## src/rtl/slice_scheduler.sv

```systemverilog
// Fruit-slice scan engine: evaluates one fruit slot per cycle against a latched
// cursor and reports each hit through a valid/ready handshake.
module slice_scheduler #(
    parameter int NSLOT = 4,
    parameter int HALF  = 8,
    parameter int DIAG  = 1
) (
    input  logic                  clk,
    input  logic                  rst_n,
    input  logic                  frame_start,
    input  logic [9:0]            cur_x,
    input  logic [9:0]            cur_y,
    input  logic                  cur_en,
    input  logic [10*NSLOT-1:0]   fruit_x,
    input  logic [10*NSLOT-1:0]   fruit_y,
    input  logic [NSLOT-1:0]      fruit_act,
    output logic                  slice_valid,
    output logic [2:0]            slice_id,
    input  logic                  slice_ready,
    output logic [NSLOT-1:0]      hit_mask,
    output logic [7:0]            score,
    output logic                  busy,
    output logic                  done,
    output logic                  overrun
);

    typedef enum logic [1:0] {IDLE, SCAN, REPORT, FINISH} state_t;

    localparam logic [10:0] HALF_W = 11'(HALF);
    localparam logic [2:0]  LAST   = 3'(NSLOT - 1);

    state_t           state_q, state_d;
    logic [2:0]       idx_q, idx_d;
    logic [NSLOT-1:0] acc_q, acc_d;
    logic [9:0]       cx_q, cx_d, cy_q, cy_d;
    logic             cen_q, cen_d;
    logic             slice_valid_q, slice_valid_d;
    logic [2:0]       slice_id_q, slice_id_d;
    logic [NSLOT-1:0] hit_mask_q, hit_mask_d;
    logic [7:0]       score_q, score_d;
    logic             busy_q, busy_d;
    logic             done_q, done_d;
    logic             overrun_q, overrun_d;

    logic [9:0]       fx, fy;
    logic             act;
    logic [NSLOT-1:0] sel;
    logic [10:0]      lo_x, hi_x, lo_y, hi_y;
    logic             in_win, diag_ok, hit;

    function automatic logic [9:0] absdiff(input logic [9:0] a, input logic [9:0] b);
        return (a >= b) ? (a - b) : (b - a);
    endfunction

    // Window test for the slot under the scan index; slot data is read live.
    always_comb begin
        fx  = '0;
        fy  = '0;
        act = 1'b0;
        sel = '0;
        for (int unsigned i = 0; i < NSLOT; i++) begin
            if (idx_q == 3'(i)) begin
                fx     = fruit_x[10*i +: 10];
                fy     = fruit_y[10*i +: 10];
                act    = fruit_act[i];
                sel[i] = 1'b1;
            end
        end
        lo_x    = ({1'b0, fx} < HALF_W) ? '0 : ({1'b0, fx} - HALF_W);
        lo_y    = ({1'b0, fy} < HALF_W) ? '0 : ({1'b0, fy} - HALF_W);
        hi_x    = {1'b0, fx} + HALF_W;
        hi_y    = {1'b0, fy} + HALF_W;
        in_win  = ({1'b0, cx_q} > lo_x) && ({1'b0, cx_q} < hi_x) &&
                  ({1'b0, cy_q} > lo_y) && ({1'b0, cy_q} < hi_y);
        diag_ok = (DIAG == 0) || (absdiff(cx_q, fx) == absdiff(cy_q, fy));
        hit     = act && cen_q && in_win && diag_ok;
    end

    always_comb begin
        state_d       = state_q;
        idx_d         = idx_q;
        acc_d         = acc_q;
        cx_d          = cx_q;
        cy_d          = cy_q;
        cen_d         = cen_q;
        slice_valid_d = slice_valid_q;
        slice_id_d    = slice_id_q;
        hit_mask_d    = hit_mask_q;
        score_d       = score_q;
        busy_d        = busy_q;
        done_d        = 1'b0;
        overrun_d     = overrun_q;

        if (frame_start && (state_q != IDLE)) begin
            overrun_d = 1'b1;
        end

        unique case (state_q)
            IDLE: begin
                if (frame_start) begin
                    cx_d    = cur_x;
                    cy_d    = cur_y;
                    cen_d   = cur_en;
                    idx_d   = '0;
                    acc_d   = '0;
                    busy_d  = 1'b1;
                    state_d = SCAN;
                end
            end
            SCAN: begin
                if (hit) begin
                    acc_d         = acc_q | sel;
                    slice_valid_d = 1'b1;
                    slice_id_d    = idx_q;
                    state_d       = REPORT;
                end else if (idx_q == LAST) begin
                    hit_mask_d = acc_q;
                    done_d     = 1'b1;
                    state_d    = FINISH;
                end else begin
                    idx_d = idx_q + 3'd1;
                end
            end
            REPORT: begin
                if (slice_ready) begin
                    slice_valid_d = 1'b0;
                    if (score_q != 8'hFF) begin
                        score_d = score_q + 8'd1;
                    end
                    if (idx_q == LAST) begin
                        hit_mask_d = acc_q;
                        done_d     = 1'b1;
                        state_d    = FINISH;
                    end else begin
                        idx_d   = idx_q + 3'd1;
                        state_d = SCAN;
                    end
                end
            end
            FINISH: begin
                busy_d  = 1'b0;
                state_d = IDLE;
            end
            default: state_d = IDLE;
        endcase
    end

    // Outputs are registered so done and hit_mask appear together on the FINISH cycle.
    always_ff @(posedge clk or negedge rst_n) begin
        if (!rst_n) begin
            state_q       <= IDLE;
            idx_q         <= '0;
            acc_q         <= '0;
            cx_q          <= '0;
            cy_q          <= '0;
            cen_q         <= 1'b0;
            slice_valid_q <= 1'b0;
            slice_id_q    <= '0;
            hit_mask_q    <= '0;
            score_q       <= '0;
            busy_q        <= 1'b0;
            done_q        <= 1'b0;
            overrun_q     <= 1'b0;
        end else begin
            state_q       <= state_d;
            idx_q         <= idx_d;
            acc_q         <= acc_d;
            cx_q          <= cx_d;
            cy_q          <= cy_d;
            cen_q         <= cen_d;
            slice_valid_q <= slice_valid_d;
            slice_id_q    <= slice_id_d;
            hit_mask_q    <= hit_mask_d;
            score_q       <= score_d;
            busy_q        <= busy_d;
            done_q        <= done_d;
            overrun_q     <= overrun_d;
        end
    end

    assign slice_valid = slice_valid_q;
    assign slice_id    = slice_id_q;
    assign hit_mask    = hit_mask_q;
    assign score       = score_q;
    assign busy        = busy_q;
    assign done        = done_q;
    assign overrun     = overrun_q;

endmodule

```

## config.mk

```make
export PLATFORM = sky130hd
export DESIGN_NAME = slice_scheduler
export DESIGN_NICKNAME = d
export VERILOG_FILES = /design/src/rtl/slice_scheduler.sv
export SDC_FILE = /design/constraint.sdc
export NUM_CORES = 1
export LEC_CHECK = 0
export BUFFER_PORTS_ARGS = -buffer_cell sky130_fd_sc_hd__buf_2
export CAP_MARGIN = 30
export CORE_MARGIN = 3
export CORE_UTILIZATION = 51
export CTS_CLUSTER_DIAMETER = 60
export DETAILED_ROUTE_END_ITERATION = 16
export PLACE_DENSITY_LB_ADDON = 0.3
export SETUP_SLACK_MARGIN = 0.5
export SYNTH_ARGS = -nofsm -noshare
export SYNTH_HDL_FRONTEND = slang
export SYNTH_SLANG_ARGS = --single-unit
```

## constraint.sdc

```tcl
create_clock -name clk -period 4.7 [get_ports clk]
set_input_delay 0.94 -clock clk [delete_from_list [all_inputs] [get_ports clk]]
set_output_delay 0.94 -clock clk [all_outputs]
set_load 0.02 [all_outputs]
```

==> qor.csv <==
metric,value,unit
syn_nets,923,
htree_levels,2,
port_buffers,127,
placed_area,0.00763,mm2
avgSynthCellArea,8.33,um2
cts_hold_buf,0,
required,4.87,ns
path_class,reg -> reg,
gr-usage-all-layers,32.3,%
cts_buffers,5,
grt_max_degree,39,
finalHoldViolations,0,
tightest_slew,0.938,ns
slowest_delay,0.44,ns
grt_pass1_wl,34000,um
synth_ff_type,dfrtp_1,
cp-end-kind,register,
synth_cell_type_count,76,
crit_fanout,4,
root_buffer,clkbuf_16,
maxCapViolCount,0,
ys_ff_latch,49,
synth_edf_count,0,
drt-pass1-iter-count,5,
startpoint_type,register,
cts_tree,done,
clock_skew,0.00372,ns
dieArea,0.0132,mm2
period_minus_slack,4.77,ns
setup_violations,6,
num_io_pins,128,
via_per_inst,5.96,
crit_path_frequent_cell,buf_4,
n_antenna_cell,0,
drive_gt1_share,43.0,%
fin_crit_sh,101,%
grt.overflow.total,0,
cts_sinks,49,
final_antenna_net_count,0,
rsz0062_at_grt,true,
die_width,115,um
layout_setup_ws,-0.0673,ns
critPathArrivalTime,4.94,ns
antenna_found_initial,0,
grt_busiest_layer,met2,
drt_iter0_drc,458,
use_met3,4.89,%
grtUsageMet2,57.4,%
drc,0,
use_met1,40.0,%
nets,1165,
clkLatencyLatePin,0.29,ns
row_count,39,
nFillCells,787,
async_flop_share,100,%
grt_pass1_vias,6805,
hpwlAfterDp,16500,um
die_h,115,um
ys_seq_area_share,20.3,%
coreArea,0.0115,mm2
routed_wl,21300,um
fmax,210,MHz
gp_congestion,1.01,
vias,6617,
clk_pin_slew,0.07,ns
status,"finished, violations left",
routedWlPerCell,19.2,um
cpMaxStageDelayCell,dfrtp_2,
report.final.slew_viol_count,0,
relSlewSlack,37.3,%
netlist_area,0.00603,mm2
synth_cells,724,
initial_core_util,52.6,%
stdcell_area,0.00869,mm2
clockBufferDepth,2,
syn2layout_area_growth,44.1,%
violations,setup timing,
hold_path.class,reg -> reg,
synth_warnings,0,
[cells in the final DEF, fill, tap and decap left out, types with 6 or more instances in the layout]
cell and count:
buf_2 127, a21oi_2 8, o21ai_1 9, buf_4 117, nor2b_1 6, ha_4 13
o21ai_0 27, nand4_1 13, buf_6 17, nand2_1 62, a21o_1 17, xnor2_1 30
mux2i_1 14, mux2_2 23, dfrtp_1 47, nand3_1 16, o21a_1 9, nor2_1 29
xor2_1 13, a21oi_1 50, nand2b_1 7, a31oi_1 8, ha_1 69, nand3b_1 6
o211ai_1 6, nor3_1 7, inv_1 53
[layout make-up]
cell class / instances / area (um2) / share of cell area [%]
multi-input cells: 581 / 5040 / 58.0
repair buffers: 268 / 1860 / 21.4
flip-flops and latches: 49 / 1230 / 14.1
inverters: 61 / 244 / 2.81
well taps: 143 / 179 / 2.06
clock buffers: 6 / 129 / 1.48
clock inverters: 2 / 10.0 / 0.115
[sequential cells by signal, indices dropped and copies added, names as in the netlist]
register     flops
slice_id         3
cy_q            10
state_q          2
done             1
slice_valid      1
busy             1
overrun          1
acc_q            4
score            8
cx_q            10
hit_mask         4
cen_q            1
idx_q            3
[per-stage QoR]
| stage | hold slack [ns] | worst slack, ns | cells | utilization, % | TNS, ns |
|---|---|---|---|---|---|
| 2_1_floorplan | 0.466 | 0.0284 | 724 | - | 0 |
| 3_5_place_dp | 0.463 | -0.428 | 1071 | 66.5 | -5.62 |
| 5_1_grt | 0.488 | -0.165 | 1110 | 75.8 | -1.27 |
| 4_1_cts | 0.482 | 0.162 | 1108 | 75.0 | 0 |
| 6_report | 0.478 | -0.0673 | 1110 | 75.8 | -0.302 |
| 3_3_place_gp | 0.441 | -0.224 | 1070 | 66.4 | -2.32 |
[cells in the mapped netlist, types with 11 or more instances]
library cell,n,share of area [%]
a21o_1,17,2.1
xor2_1,13,1.9
inv_1,60,3.7
nand3_1,19,1.6
a21oi_1,58,4.8
mux2i_1,17,2.8
mux2_2,24,4.5
dfrtp_1,49,20
nand4_1,13,1.3
nor2_1,37,2.3
o21ai_0,41,3.4
nand2_1,68,4.2
ha_1,86,18
xnor2_1,31,4.5
clkbuf_1,18,1.1
nor3_1,11,0.91
[per-layer routing]
layer  vias to the layer above  wire (um)
met2                       286      10600
met4                         0        752
li1                       3090          -
met5                         -          0
met1                      3170       8670
met3                        71       1300
[cell families after synthesis]
kind of cell | count (synthesis) | share of synthesized area, %
muxes | 45 | 8.24
AOI/OAI and AO/OA | 193 | 20.7
xor gates and xnor gates | 45 | 6.76
adders and majority gates | 90 | 19.2
DFF | 49 | 20.3
buffers and inverters | 94 | 6.41
and+or+nand+nor | 208 | 18.4
[final timing paths]
| path | startpoint | endpoint | slack, ns | cells after the start |
|---|---|---|---|---|
| worst max-delay path | idx_q[1] | state_q[1] | -0.07 | 25 |
| worst min-delay path | overrun | overrun | 0.48 | 1 |
| max in group asynchronous | rst_n | idx_q[1] | 3.62 | 2 |
| min in group asynchronous | rst_n | cx_q[1] | 0.54 | 1 |
| worst min register to register | overrun | overrun | 0.48 | 1 |
| worst max register to register | idx_q[1] | state_q[1] | -0.07 | 25 |
[critical path, delay by kind of cell (launching register included)]
family / cells / cell delay [ns]
adder cells (fa/ha/maj): 3 / 0.70
AO/OA/AOI/OAI: 7 / 1.38
AND/OR/NAND/NOR: 8 / 1.04
flip-flops: 1 / 0.44
XOR/XNOR: 1 / 0.16
buffers and inverters: 6 / 0.90
[timing repair]
| action | in CTS | in global routing |
|---|---|---|
| setup buffers | 27 | 2 |
| setup endpoints to repair | 18 | 18 |
| gates cloned | 2 | 0 |
| pin swaps | 45 | 9 |
| resized for setup | 128 | 22 |
| endpoints found under the hold margin | 0 | 0 |
Power is left out: the tool's default activity adds up to more than one toggle a clock period on the data nets, which glitch-free logic cannot reach.
